**config.mk**
```make
export PLATFORM = sky130hd
export DESIGN_NAME = muldiv_seq
export DESIGN_NICKNAME = d
export VERILOG_FILES = /design/src/rtl/muldiv_seq.sv
export SDC_FILE = /design/constraint.sdc
export NUM_CORES = 1
export LEC_CHECK = 0
export ABC_AREA = 1
export CORE_MARGIN = 8
export CORE_UTILIZATION = 39
export CTS_CLUSTER_SIZE = 10
export DETAILED_ROUTE_END_ITERATION = 8
export DONT_BUFFER_PORTS = 1
export HOLD_SLACK_MARGIN = 0.1
export SYNTH_ARGS = -nofsm -noshare
export SYNTH_HDL_FRONTEND = slang
export SYNTH_SLANG_ARGS = --single-unit
```
**constraint.sdc**
```tcl
create_clock -name clk -period 2.85 [get_ports clk]
set_input_delay 0.57 -clock clk [delete_from_list [all_inputs] [get_ports clk]]
set_output_delay 0.57 -clock clk [all_outputs]
set_load 0.02 [all_outputs]
```
**src/rtl/muldiv_seq.sv**
```systemverilog
// Iterative unsigned MUL/MULHU/DIVU/REMU sequencer that borrows the shared EX-stage ALU one step per cycle.
// Build option: define MULDIV_DIV_EN to include the restoring-divide datapath.
`ifndef CPU_WIDTH
`define CPU_WIDTH 32
`endif
`ifndef ALU_CTRL_WIDTH
`define ALU_CTRL_WIDTH 4
`endif
`ifndef ADD
`define ADD 4'b0010
`endif
`ifndef SUB
`define SUB 4'b0110
`endif

module muldiv_seq #(
    parameter int WIDTH = `CPU_WIDTH
) (
    input  logic                       clk,
    input  logic                       rst_n,
    input  logic                       start,
    input  logic [1:0]                 op,
    input  logic [WIDTH-1:0]           src1,
    input  logic [WIDTH-1:0]           src2,
    input  logic                       flush,
    output logic                       busy,
    output logic                       done,
    output logic [WIDTH-1:0]           result,
    output logic                       alu_req,
    output logic [WIDTH-1:0]           alu_a,
    output logic [WIDTH-1:0]           alu_b,
    output logic [`ALU_CTRL_WIDTH-1:0] alu_ctrl,
    input  logic [WIDTH-1:0]           alu_res
);
    localparam int CW = $clog2(WIDTH);
    localparam logic [1:0] S_IDLE = 2'd0;
    localparam logic [1:0] S_ITER = 2'd1;
    localparam logic [1:0] S_DONE = 2'd2;

    logic [1:0]       state;
    logic [CW-1:0]    cnt;
    logic [1:0]       op_r;
    // acc holds P_hi / R, lo holds P_lo / Q, opb holds M / D
    logic [WIDTH-1:0] acc, lo, opb;
    logic [WIDTH-1:0] acc_n, lo_n;
    logic             carry;
    logic             accept;

    assign busy    = (state == S_ITER);
    assign done    = (state == S_DONE);
    assign alu_req = (state == S_ITER);
    assign accept  = start && !flush && (state == S_IDLE || state == S_DONE);

    always_comb begin
        alu_a    = '0;
        alu_b    = '0;
        alu_ctrl = `ADD;
        if (state == S_ITER) begin
`ifdef MULDIV_DIV_EN
            if (op_r[1]) begin
                alu_a    = {acc[WIDTH-2:0], lo[WIDTH-1]};
                alu_b    = opb;
                alu_ctrl = `SUB;
            end else begin
                alu_a = acc;
                alu_b = lo[0] ? opb : '0;
            end
`else
            alu_a = acc;
            alu_b = lo[0] ? opb : '0;
`endif
        end
    end

    assign carry = (alu_a[WIDTH-1] & alu_b[WIDTH-1]) |
                   ((alu_a[WIDTH-1] | alu_b[WIDTH-1]) & ~alu_res[WIDTH-1]);

`ifdef MULDIV_DIV_EN
    logic borrow, qbit;
    assign borrow = (~alu_a[WIDTH-1] & alu_b[WIDTH-1]) |
                    (~(alu_a[WIDTH-1] ^ alu_b[WIDTH-1]) & alu_res[WIDTH-1]);
    // the bit shifted out of R counts as an extra dividend msb
    assign qbit   = acc[WIDTH-1] | ~borrow;

    always_comb begin
        if (op_r[1]) begin
            acc_n = qbit ? alu_res : alu_a;
            lo_n  = {lo[WIDTH-2:0], qbit};
        end else begin
            acc_n = {carry, alu_res[WIDTH-1:1]};
            lo_n  = {alu_res[0], lo[WIDTH-1:1]};
        end
    end
`else
    assign acc_n = {carry, alu_res[WIDTH-1:1]};
    assign lo_n  = {alu_res[0], lo[WIDTH-1:1]};
`endif

    always_ff @(posedge clk or negedge rst_n) begin
        if (!rst_n) begin
            state  <= S_IDLE;
            cnt    <= '0;
            op_r   <= 2'b00;
            acc    <= '0;
            lo     <= '0;
            opb    <= '0;
            result <= '0;
        end else if (flush) begin
            state <= S_IDLE;
        end else if (accept) begin
            op_r <= op;
            cnt  <= '0;
            acc  <= '0;
            if (op[1]) begin
`ifdef MULDIV_DIV_EN
                lo  <= src1;
                opb <= src2;
                if (src2 == '0) begin
                    result <= op[0] ? src1 : '1;
                    state  <= S_DONE;
                end else begin
                    state <= S_ITER;
                end
`else
                result <= '0;
                state  <= S_DONE;
`endif
            end else begin
                lo    <= src2;
                opb   <= src1;
                state <= S_ITER;
            end
        end else if (state == S_ITER) begin
            acc <= acc_n;
            lo  <= lo_n;
            cnt <= cnt + 1'b1;
            if (cnt == CW'(WIDTH - 1)) begin
                result <= op_r[0] ? acc_n : lo_n;
                state  <= S_DONE;
            end
        end else if (state == S_DONE) begin
            state <= S_IDLE;
        end
    end
endmodule

```
==> run summary <==
Status = finished with violations
Failing checks = hold timing
Sw Pwr = 2.07 mW
Chip height = 146 um
First-pass GRT wire length = 29,800 um
Gp weighted congestion = 0.777
Power density cells = 836 mW/mm2
Setup TNS = 0 ps
Combinational group share of total power = 18.0%
Ys Warns = 0
All-Layer GR Usage = 17.5%
Cell row count = 47
Seq/Total Area, Yosys = 51.7%
Unique masters post-synth = 24
Via/cell ratio = 4.84
Critical-path cell list = nand2_1 > nor2_1 > inv_1 > nor2_1 > buf_4
Crit-path max FO = 31
Startpoint types = register
Slowest Stage Delay on Critical Path = 640 ps
Peak supply drop = 0.000425 V
Clk buf depth = 2
Io pins = 205
Max-slew violations = 0
Rel. slew slack = 27.4%
Commonest non-fill, non-tap cell in the layout = nand2_1
Worst Path Arrival = 2030 ps
Top cells by area, synth = dfrtp_1 (52%), nand2_1 (11%), inv_1 (7.0%)
Delay-heaviest family, CP = buffers and inverters
Clock Power Share = 37.2%
Slowest library cell on the worst path = inv_1
Routed vias = 5,258
Mapped Avg Cell Area = 8.02 um2
Worst hold path class = input port to async pin
Layout Nets = 959
Crit end category = output port
DRT iter0 DRCs = 389
Post-Place Cells = 1,056
CTS tree = done
Final non-filler cell total = 1,087
Ant. Diodes = 0
Reg2Reg Depth = 10
Reg2reg start = cnt[1]$_DFFE_PN0P_
H-tree Lvls = 4
Commonest cells after routing, fill and taps aside = nand2_1 (200), dfrtp_1 (135), inv_1 (122)
Largest net degree at the start of global routing = 137
Setup bufs post-CTS = 0
DRC = 0
Int Power = 4.37 mW
Vias in the first global route = 5,319
Worst r2r dst = result[8]$_DFFE_PN0P_
Layout area overhead = 17.2%
Drt wl/cell = 17.1 um
WP buf/inv = 2
Initial Util = 39.8%
Clock transition at the registers of the reported paths = 60 ps
Drt pass-1 iters = 6
Total Wirelength = 18,500 um
Final worst-path cycle share = 91.2%
FF+latch count, synth = 136
Area after DPL = 0.00707 mm2
Min Hold Slack = -147 ps
Critical Path RT = 2280 ps
Final Hold Vio Count = 136
Remaining global-route overflow = 0
Most used cell, CP = nor2_1
Core area = 0.0165 mm2
Total CTS buffers = 17
Setup Skew = 10.4 ps
CTS resizes = 0
Leak = 3.71 nW
RSZ-0062 raised after global routing = no
Critical path type = register to output port
Antenna-violating nets left = 0
Sw frac = 32.1%
Flop pwr share = 44.9%
Worst-margin pin slew = 1090 ps
Fin area = 0.00771 mm2
Minimum clock period = 2600 ps
Clock latency at the later pin of the worst-skew pair = 420 ps
Maxcap violations = 0
Port-buffer cells = 0
Fmax = 0.385 GHz
Layout cell share with drive strength beyond 1 = 15.6%
Setup violations, final = 0
Placement Setup Slack = 664 ps
Die area = 0.0213 mm2
Root buffer cell = clkbuf_16
Leading area contributor after synthesis = dfrtp_1
Initial antenna violation count = 0
Sink Count = 136
Yosys top cell area share = 51.7%
Final worst slack = 251 ps
Die Span X = 146 um
R2r setup slk = 770 ps
Hpwl dp = 13,000 um
Mapped Area = 0.00658 mm2
Gate count after technology mapping = 820
[cell families after synthesis]
| group | after synthesis | synth area share (%) |
|---|---|---|
| other | 2 | 0.114 |
| AOI/OAI and AO/OA | 196 | 17.0 |
| buffers and inverters | 184 | 12.7 |
| adders and majority gates | 2 | 0.380 |
| DFF | 136 | 51.7 |
| and+or+nand+nor | 300 | 18.1 |
[worst max path at each step]
stage                                     from               endpoint  slack, ps  cells past startpoint
after global routing      state[0]$_DFFE_PN0P_               alu_b[4]         70                      5
final                     state[0]$_DFFE_PN0P_               alu_b[4]        250                      5
after floorplan           state[1]$_DFFE_PN0P_              alu_b[10]       1000                      6
after detailed placement                 flush  result[8]$_DFFE_PN0P_        660                      7
after global placement                   flush  result[4]$_DFFE_PN0P_        670                      7
after CTS                 state[0]$_DFFE_PN0P_               alu_b[4]        220                      5
[power by group through the flow]
stage | combinational [mW] | sequential, mW | clock [mW]
CTS | 1.17 | 2.90 | 2.43
finish | 1.16 | 2.89 | 2.40
global placement | 1.15 | 2.92 | 0
detailed placement | 1.17 | 2.93 | 0
floorplan | 0.962 | 2.81 | 0
global route | 1.34 | 2.96 | 2.51
[routing by layer]
| layer | routed length [um] | up-vias | global-route usage [%] |
|---|---|---|---|
| met5 | 0 | - | 0 |
| met1 | 8460 | 2423 | 23.0 |
| li1 | - | 2628 | - |
| met2 | 8140 | 193 | 25.8 |
| met3 | 1760 | 14 | 7.09 |
| met4 | 188 | 0 | 5.73 |
[synth_stat cells]
| library cell | number |
|---|---|
| a21oi_1 | 4 |
| buf_1 | 2 |
| buf_2 | 18 |
| buf_4 | 6 |
| buf_6 | 13 |
| clkbuf_1 | 18 |
| clkbuf_2 | 1 |
| conb_1 | 2 |
| dfrtp_1 | 136 |
| ha_1 | 2 |
| inv_1 | 122 |
| inv_2 | 4 |
| nand2_1 | 200 |
| nand2_2 | 1 |
| nand3_1 | 22 |
| nand3_2 | 4 |
| nand4_1 | 1 |
| nor2_1 | 68 |
| nor3_1 | 4 |
| o211ai_1 | 14 |
| o21ai_0 | 91 |
| o21ai_1 | 51 |
| o21ai_2 | 23 |
| o22ai_1 | 13 |
[stage by stage]
step	util (%)	total power, mW
2_1_floorplan	-	3.77
3_3_place_gp	42.8	4.07
3_5_place_dp	42.8	4.10
4_1_cts	46.7	6.51
5_1_grt	46.7	6.81
6_report	46.7	6.45
[layout make-up]
| class | count | area [um2] |
|---|---|---|
| Clock buffer | 21 | 470 |
| Clock inverter | 10 | 168 |
| Fill cell | 1670 | 8810 |
| Inverter | 126 | 473 |
| Multi-Input combinational cell | 502 | 2350 |
| Sequential cell | 136 | 3400 |
| Tap cell | 220 | 275 |
| Timing Repair Buffer | 72 | 566 |
[worst reg2reg max path, stage by stage (launching register included)]
cell and delay, ps:
dfrtp_1 350, ha_1 160, inv_1 60, nor3_1 170
ha_1 190, inv_1 60, nand2_1 100, nand3_4 370
buf_12 360, nand2_1 100, o21ai_2 50
[sequential cells by signal, summed over array words and instances, names as in the netlist]
signal  cells
op_r        1
result     32
state       2
acc        32
lo         32
opb        32
cnt         5
Power figures use the tool's default switching activity.
